### config.mk
export PLATFORM = sky130hd
export DESIGN_NAME = w1_fetch_ctrl
export DESIGN_NICKNAME = d
export VERILOG_FILES = /design/src/rtl/lenet_pkg.sv /design/src/rtl/w1_wt_fifo.sv /design/src/rtl/w1_fetch_ctrl.sv
export SDC_FILE = /design/constraint.sdc
export NUM_CORES = 1
export LEC_CHECK = 0
export CAP_MARGIN = 15
export CORE_AREA = 5 5 258 134
export CTS_CLUSTER_SIZE = 8
export DETAILED_ROUTE_END_ITERATION = 10
export DIE_AREA = 0 0 263 139
export HOLD_SLACK_MARGIN = 0.06
export PLACE_DENSITY_LB_ADDON = 0.25
export SKIP_CTS_REPAIR_TIMING = 1
export SLEW_MARGIN = 20
export SYNTH_ARGS = -nofsm -noshare
export SYNTH_HDL_FRONTEND = slang
export SYNTH_HIERARCHICAL = 1
export SYNTH_SLANG_ARGS = --single-unit
### constraint.sdc
create_clock -name clk -period 3.2 [get_ports clk]
set_input_delay 0.8 -clock clk [delete_from_list [all_inputs] [get_ports clk]]
set_output_delay 0.8 -clock clk [all_outputs]
set_load 0.02 [all_outputs]
### src/rtl/lenet_pkg.sv
// Shared LeNet constants: conv1 weight ROM geometry and the weight-fetch FSM encoding.
package lenet_pkg;

    localparam int WT_W          = 8;
    localparam int N_CH1         = 6;
    localparam int W1_ADDR_W     = 5;
    localparam int W1_DATA_W     = WT_W * N_CH1;
    localparam int W1_WORDS      = 25;
    localparam int W1_FIFO_DEPTH = 4;

    typedef enum logic [1:0] {
        ST_IDLE  = 2'd0,
        ST_FETCH = 2'd1,
        ST_DRAIN = 2'd2,
        ST_DONE  = 2'd3
    } w1_state_t;

endpackage

### src/rtl/w1_wt_fifo.sv
// Small synchronous FIFO holding weight words with their kernel-position tag.
// A push is accepted while full when a pop happens in the same cycle.
module w1_wt_fifo #(
    parameter int DEPTH = 4,
    parameter int WIDTH = 53
) (
    input  logic                         clk,
    input  logic                         rst,
    input  logic                         push,
    input  logic [WIDTH-1:0]             wdata,
    input  logic                         pop,
    output logic [WIDTH-1:0]             rdata,
    output logic                         empty,
    output logic [$clog2(DEPTH+1)-1:0]   count
);

    localparam int PTR_W = $clog2(DEPTH);
    localparam int CNT_W = $clog2(DEPTH + 1);

    logic [WIDTH-1:0] mem [DEPTH];
    logic [PTR_W-1:0] wr_ptr;
    logic [PTR_W-1:0] rd_ptr;
    logic             wr_en;
    logic             rd_en;

    assign empty = (count == '0);
    assign rd_en = pop & ~empty;
    assign wr_en = push & ((count != CNT_W'(DEPTH)) | rd_en);
    assign rdata = mem[rd_ptr];

    // Pointer and occupancy bookkeeping.
    // NOTE: sequential state uses non-blocking assignments so every flop samples pre-edge values.
    always_ff @(posedge clk or posedge rst) begin
        if (rst) begin
            wr_ptr <= '0;
            rd_ptr <= '0;
            count  <= '0;
        end else begin
            if (wr_en) wr_ptr <= wr_ptr + PTR_W'(1);
            if (rd_en) rd_ptr <= rd_ptr + PTR_W'(1);
            count <= count + CNT_W'(wr_en) - CNT_W'(rd_en);
        end
    end

    // Storage array write port.
    // NOTE: the array has no reset; occupancy is tracked by count, so stale entries are never read out.
    always_ff @(posedge clk) begin
        if (wr_en) mem[wr_ptr] <= wdata;
    end

endmodule

### src/rtl/w1_fetch_ctrl.sv
// Conv1 weight-ROM sequencer: sweeps addresses 0..N_WORDS-1, absorbs the ROM's
// registered read latency through a 2-stage in-flight tag pipeline, and buffers
// words in a credit-controlled FIFO so downstream back-pressure never loses data.
module w1_fetch_ctrl
    import lenet_pkg::*;
#(
    parameter int ADDR_W     = W1_ADDR_W,
    parameter int DATA_W     = W1_DATA_W,
    parameter int N_WORDS    = W1_WORDS,
    parameter int FIFO_DEPTH = W1_FIFO_DEPTH
) (
    input  logic              clk,
    input  logic              rst,
    input  logic              start,
    output logic              busy,
    output logic              done,
    output logic [ADDR_W-1:0] w1_raddr,
    input  logic [DATA_W-1:0] w1_rdata,
    output logic              wt_valid,
    input  logic              wt_ready,
    output logic [DATA_W-1:0] wt_data,
    output logic [ADDR_W-1:0] wt_idx,
    output logic              wt_last
);

    localparam int                CNT_W     = $clog2(FIFO_DEPTH + 1);
    localparam logic [ADDR_W-1:0] LAST_ADDR = ADDR_W'(N_WORDS - 1);

    w1_state_t          state;
    w1_state_t          state_nxt;
    logic [ADDR_W-1:0]  next_addr;
    logic               issue;
    logic               pop;
    logic               credit_ok;
    logic [CNT_W:0]     credit_used;

    // In-flight pipeline: s0 = address register stage, s1 = ROM output stage.
    logic               s0_vld;
    logic               s1_vld;
    logic [ADDR_W-1:0]  s1_idx;

    logic [CNT_W-1:0]       fifo_cnt;
    logic                   fifo_empty;
    logic [DATA_W+ADDR_W-1:0] fifo_rdata;

    assign wt_valid = ~fifo_empty;
    assign pop      = wt_valid & wt_ready;
    assign wt_data  = wt_valid ? fifo_rdata[DATA_W+ADDR_W-1:ADDR_W] : '0;
    assign wt_idx   = wt_valid ? fifo_rdata[ADDR_W-1:0] : '0;
    assign wt_last  = wt_valid & (wt_idx == LAST_ADDR);
    assign busy     = (state == ST_FETCH) | (state == ST_DRAIN);
    assign done     = (state == ST_DONE);

    // Credit: words buffered plus words in flight, minus the word leaving this cycle.
    assign credit_used = (CNT_W+1)'(fifo_cnt) + (CNT_W+1)'(s0_vld)
                       + (CNT_W+1)'(s1_vld) - (CNT_W+1)'(pop);
    assign credit_ok   = credit_used < (CNT_W+1)'(FIFO_DEPTH);

    // State register.
    always_ff @(posedge clk or posedge rst) begin
        if (rst) state <= ST_IDLE;
        else     state <= state_nxt;
    end

    // Next-state and issue decision.
    // NOTE: every output of this block gets a default first, so no path can infer a latch.
    always_comb begin
        state_nxt = state;
        issue     = 1'b0;
        case (state)
            ST_IDLE: begin
                if (start) begin
                    issue     = 1'b1;
                    state_nxt = ST_FETCH;
                end
            end
            ST_FETCH: begin
                if (credit_ok) begin
                    issue = 1'b1;
                    if (next_addr == LAST_ADDR) state_nxt = ST_DRAIN;
                end
            end
            ST_DRAIN: begin
                if (pop && wt_last) state_nxt = ST_DONE;
            end
            ST_DONE:  state_nxt = ST_IDLE;
            default:  state_nxt = ST_IDLE;
        endcase
    end

    // ROM address register and sequential address counter; address holds when idle.
    always_ff @(posedge clk or posedge rst) begin
        if (rst) begin
            w1_raddr  <= '0;
            next_addr <= '0;
        end else if (issue) begin
            w1_raddr  <= next_addr;
            next_addr <= (next_addr == LAST_ADDR) ? '0 : next_addr + ADDR_W'(1);
        end
    end

    // In-flight tags that track each issued address through the ROM's read latency.
    always_ff @(posedge clk or posedge rst) begin
        if (rst) begin
            s0_vld <= 1'b0;
            s1_vld <= 1'b0;
            s1_idx <= '0;
        end else begin
            s0_vld <= issue;
            s1_vld <= s0_vld;
            s1_idx <= w1_raddr;
        end
    end

    w1_wt_fifo #(
        .DEPTH (FIFO_DEPTH),
        .WIDTH (DATA_W + ADDR_W)
    ) u_fifo (
        .clk   (clk),
        .rst   (rst),
        .push  (s1_vld),
        .wdata ({w1_rdata, s1_idx}),
        .pop   (pop),
        .rdata (fifo_rdata),
        .empty (fifo_empty),
        .count (fifo_cnt)
    );

endmodule

**Word-level counts from Yosys, hierarchy flattened**

Memories as Yosys holds them, arrays and structs flattened.
Index checks and enable logic that the tools add are counted.

- Equal/unequal tests: 10
- Add/sub/neg operators: 8
- Mux-type cells: 13
- Multiply operators: 0
- Bitwise gates (word level): 7
- Reductions and logical operators: 4
- Shift-type cells: 0
- Order comparisons: 1
- Divide/modulo/power cells: 0

Operators with widths:

| kind | count |
|---|---|
| $mux W48 | 1 |
| $eq A5 B5 Y1 const B | 2 |
| $mux W5 | 2 |
| $mux W2 | 4 |
| $pmux W2 S4 | 1 |
| $add A5 B1 Y5 const B | 1 |
| $add A2 B1 Y2 const B | 2 |
| $add A3 B1 Y4 | 1 |
| $add A4 B1 Y4 | 1 |
| $and A1 B1 Y1 | 4 |
| $eq A2 B2 Y1 const B | 2 |
| $lt A4 B3 Y1 const B | 1 |
| $mux W1 | 4 |
| $ne A2 B1 Y1 const B | 2 |
| $ne A2 B2 Y1 const B | 2 |
| $reduce_and A4 Y1 | 1 |
| $sub A4 B1 Y4 | 1 |
| $add A3 B1 Y3 | 1 |
| $logic_not A3 Y1 | 1 |
| $ne A3 B3 Y1 const B | 1 |
| $sub A3 B1 Y3 | 1 |
| $eq A2 B1 Y1 const B | 1 |
| $logic_not A2 Y1 | 1 |
| $or A1 B1 Y1 | 2 |
| other kinds (3) | 3 |

- Memories: 1
- Word-level logic and storage cells: 53
- Input bits: 52
- ROM bits: 0
- Register bits: 26
- Memory bits (writable): 212
- Output and inout bits: 62
- Latch bits: 0

Memory list:

| memory | depth | bits a word | rd ports | clocked after memory_dff | write ports | line | source |
|---|---|---|---|---|---|---|---|
| u_fifo.mem | 4 | 53 | 1 | 0 | 1 | w1_wt_fifo.sv:20 | `logic [WIDTH-1:0] mem [DEPTH];` |

**Logic depth before layout (Yosys ltp)**

- Depth in word-level cells: 8
- Depth in mapped cells: 12
- Mapped depth without buffers: 11

**Hierarchy**

The synthesis kept the hierarchy.

By module, submodules not included:

| module | sequential area each (um^2) | times used | cells each | area each (um^2) |
|---|---|---|---|---|
| w1_wt_fifo | 6541.3 | 1 | 313 | 8064.0 |
| w1_fetch_ctrl | 475.5 | 1 | 149 | 1455.1 |

**Least setup slack after synthesis**

OpenSTA, ideal clock, no wires.

- Path type: input to register
- Start: input wt_ready
- End: register next_addr[1]
- Arrival time: 2.728 ns
- Path slack: 0.346 ns
- Data required time: 3.075 ns
- Library setup time: 0.125 ns
- Path buffers: 1
- Cell stages on the path: 9
- Cells stage by stage: nor2b_1 ha_1 inv_1 ha_1 nand3_2 a32o_1 a211oi_4 buf_6 mux2_4

- Longest elaborated chain between the ends: 5

Ends and longest elaborated chain:

| item | line | source |
|---|---|---|
| start: declaration | w1_fetch_ctrl.sv:20 | `input logic wt_ready,` |
| $and A1 B1 Y1 | w1_fetch_ctrl.sv:47 | `assign pop = wt_valid & wt_ready;` |
| $sub A4 B1 Y4 | w1_fetch_ctrl.sv:56 | `+ (CNT_W+1)'(s1_vld) - (CNT_W+1)'(pop);` |
| $lt A4 B3 Y1 | w1_fetch_ctrl.sv:57 | `assign credit_ok = credit_used < (CNT_W+1)'(FIFO_DEPTH);` |
| $mux W1 | w1_fetch_ctrl.sv:78 | `if (credit_ok) begin` |
| $pmux W1 S2 | w1_fetch_ctrl.sv:70 | `case (state)` |
| end signal: assignment | w1_fetch_ctrl.sv:98 | `next_addr <= (next_addr == LAST_ADDR) ? '0 : next_addr + ADDR_W'(1);` |
| end: declaration | w1_fetch_ctrl.sv:31 | `logic [ADDR_W-1:0] next_addr;` |

Every way passes these cells.
A chain may end at the register's enable or synchronous reset.

**Worst setup path in the final report**

- Start: register u_fifo.rd_ptr[0]
- End: output wt_last

- Longest elaborated chain between the ends: 4

Ends and longest elaborated chain:

| item | line | source |
|---|---|---|
| start: declaration | w1_wt_fifo.sv:22 | `logic [PTR_W-1:0] rd_ptr;` |
| start signal: assignment | w1_wt_fifo.sv:40 | `if (rd_en) rd_ptr <= rd_ptr + PTR_W'(1);` |
| $mem_v2 Z4 W53 | -- |  |
| via fifo_rdata[3] | w1_fetch_ctrl.sv:44 | `logic [DATA_W+ADDR_W-1:0] fifo_rdata;` |
| $mux W5 | w1_fetch_ctrl.sv:49 | `assign wt_idx = wt_valid ? fifo_rdata[ADDR_W-1:0] : '0;` |
| $eq A5 B5 Y1 | w1_fetch_ctrl.sv:50 | `assign wt_last = wt_valid & (wt_idx == LAST_ADDR);` |
| $and A1 B1 Y1 | w1_fetch_ctrl.sv:50 |  |
| end: declaration | w1_fetch_ctrl.sv:23 | `output logic wt_last` |

The timed path passes the listed nets, and every way through them passes these cells.

==> results.json <==
{
  "drt_iter0_drc": 183,
  "antenna_found_initial": 0,
  "async_reset_ff_share_pct": 10.9,
  "wirelength_um": 21100,
  "wl_per_cell_um": 19.6,
  "power_leakage_nw": 4.76,
  "worstPathRequired_ns": 2.40,
  "via_count": 4797,
  "clock_latency_ns": 0.50,
  "ys_types": 47,
  "clkTransAtPathRegs_ns": 0.05,
  "drive_above_1_share_pct": 23.5,
  "synthToLayoutAreaGrowth_pct": 32.3,
  "p_total_mw": 12.5,
  "slew_headroom_pct": 49.3,
  "ctsHtreeMaxLevel": 2,
  "synth_xor_area_share_pct": 0.460,
  "track_usage_pct": 11.5,
  "ys.warnings.count": 6,
  "hold_path.class": "reg2reg",
  "worstSetupEndpointType": "output port",
  "syn_inst": 462,
  "synth_edf_count": 212,
  "ff2ff_setup_slack_ns": 0.26,
  "fin_ws_ns": 0.102,
  "critPathKind": "reg2out",
  "place.gp.congestion": 0.708,
  "slew_viol_final": 0,
  "dp_hpwl_um": 13300,
  "hold_violations": 0,
  "tightest_slew_ns": 0.760,
  "clock_sinks": 238,
  "core_sq_mm": 0.0323,
  "layout_commonest_cell": "edfxtp_1",
  "rsz0062_at_grt": "false",
  "setup_violations": 0,
  "crit_arrival_ns": 2.30,
  "finalCriticalPeriod_ns": 3.10,
  "finalCritPeriodShare_pct": 96.8,
  "ant_nets": 0,
  "die_h_um": 139,
  "fmax_mhz": 323,
  "synthAdderAreaFrac_pct": 2.31,
  "grt_first_pass_wirelength_um": 32300,
  "status": "finished clean",
  "syn_area_sq_mm": 0.00952,
  "ys_ff_latch": 238,
  "muxShareOfSynthArea_pct": 13.5,
  "num-fill-cells": 2935,
  "root_buffer": "clkbuf_16",
  "drv_cap": 0,
  "synth_nets": 531,
  "die_area_sq_mm": 0.0366,
  "finClkSkew_ns": 0.0145,
  "cts_tree": "done",
  "synthSimpleGateAreaFrac_pct": 5.61,
  "avgSynthCellArea_sq_um": 20.6,
  "initial_core_util_pct": 29.5,
  "boundaryPins": 114,
  "p_per_area_mw_per_mm2": 990,
  "final_cell_mix": "212 x edfxtp_1, 59 x clkdlybuf4s50_1, 54 x nor2b_1",
  "numPortBuffers": 113,
  "diodes": 0,
  "fin_nets": 689,
  "synth_top_family_by_area": "multiplexers",
  "cp-start-kind": "flop",
  "overflow": 0,
  "vias_per_cell": 4.46,
  "drc": 0,
  "numCtsBuffers": 35,
  "synth-main-ff-cell": "edfxtp_1",
  "synth_compound_area_share_pct": 2.20,
  "drt_pass1_iterations": 4,
  "die_x_um": 263,
  "worst-path-max-fanout": 6,
  "finish.utilization_pct": 39.0,
  "clockBufferDepth": 3,
  "place_worst_setup_slack_ns": -0.186,
  "grt_max_degree": 55,
  "yosysSeqAreaShare_pct": 73.7,
  "ir_drop_mv": 0.381,
  "rows": 47,
  "first_global_vias": 5529
}
==> worst max-delay path, cell delays in order (launching register included) <==
cell and delay, ns:
dfrtp_4 0.50, buf_4 0.19, mux4_2 0.51, nor2b_2 0.18
and4b_1 0.25, clkbuf_2 0.18
==> sequential cells by signal, summed over array words and instances (netlist names) <==
register / count
next_addr: 5
u_fifo/wr_ptr: 2
u_fifo/count: 3
s1_vld: 1
w1_raddr: 5
s0_vld: 1
u_fifo/mem: 212
u_fifo/rd_ptr: 2
state: 2
s1_idx: 5
==> kinds of logic (layout without fill, tap and decap cells) <==
kind of cell	after synthesis	after routing
flops	238	238
simple gates	80	80
mux	60	60
buf+inv	43	215
compound gates	19	19
fa+ha+maj	17	17
xor+xnor	5	5
==> where the power goes <==
part	internal, mW	leakage [nW]	switching, mW
clock	2.07	0.473	1.21
sequential	3.98	2.22	0.277
combinational	2.45	2.07	2.49
total	8.50	4.76	3.97
==> metal layers <==
metal	wire, um	vias up	track usage (%)	share of wire, %
met5	0	-	0	0
li1	-	2139	-	-
met4	365	0	3.58	1.7
met1	9890	2527	15.4	47
met2	9840	102	18.2	47
met3	1010	29	3.35	4.8
==> cell type report <==
cell class / instances / area, sq um / share of cell area, %
Sequential cell: 238 / 7020 / 55.8
Clock inverter: 1 / 3.75 / 0.0298
Timing Repair Buffer: 141 / 1640 / 13.1
Tap cell: 441 / 552 / 4.38
Clock buffer: 50 / 975 / 7.74
Inverter: 23 / 86.3 / 0.686
Multi-Input combinational cell: 181 / 2310 / 18.3
==> cells in the mapped netlist (all sizes together), types with 2 or more instances <==
| master | count | share of area [%] |
|---|---|---|
| edfxtp | 212 | 67 |
| nor2b | 55 | 3.6 |
| mux4 | 53 | 13 |
| dfrtp | 26 | 6.8 |
| inv | 23 | 0.91 |
| ha | 16 | 2.1 |
| buf | 15 | 1.1 |
| mux2 | 7 | 0.99 |
| and2 | 6 | 0.47 |
| o21ai | 6 | 0.32 |
| clkbuf | 5 | 0.20 |
| nand2 | 4 | 0.16 |
| xnor2 | 4 | 0.37 |
| a2111oi | 2 | 0.45 |
| and4b | 2 | 0.25 |
| nand3 | 2 | 0.16 |
| nand4b | 2 | 0.34 |
| nor2 | 2 | 0.079 |
==> through the flow <==
stage	std cells	setup TNS (ns)	cell area (sq um)	hold WS, ns
finish	1075	0	12600	0.403
global route	1075	0	12600	0.424
CTS	1070	-10.67	12400	0.406
detailed placement	1019	-0.840	11400	0.396
global placement	1019	-0.618	11400	0.402
floorplan	462	0	9520	0.372
==> path summary, 6_finish.rpt <==
check / end / startpoint / depth (start not counted)
worst min-delay path: s1_idx[4] / w1_raddr[4] / 0
worst max register to register: next_addr[2] / u_fifo/count[0] / 11
max in group asynchronous: s1_idx[0] / rst / 2
worst max-delay path: wt_last / u_fifo/rd_ptr[0] / 5
min in group asynchronous: u_fifo/count[2] / rst / 2
worst min register to register: s1_idx[4] / w1_raddr[4] / 0
No activity file was read; power rests on OpenSTA's default activity.
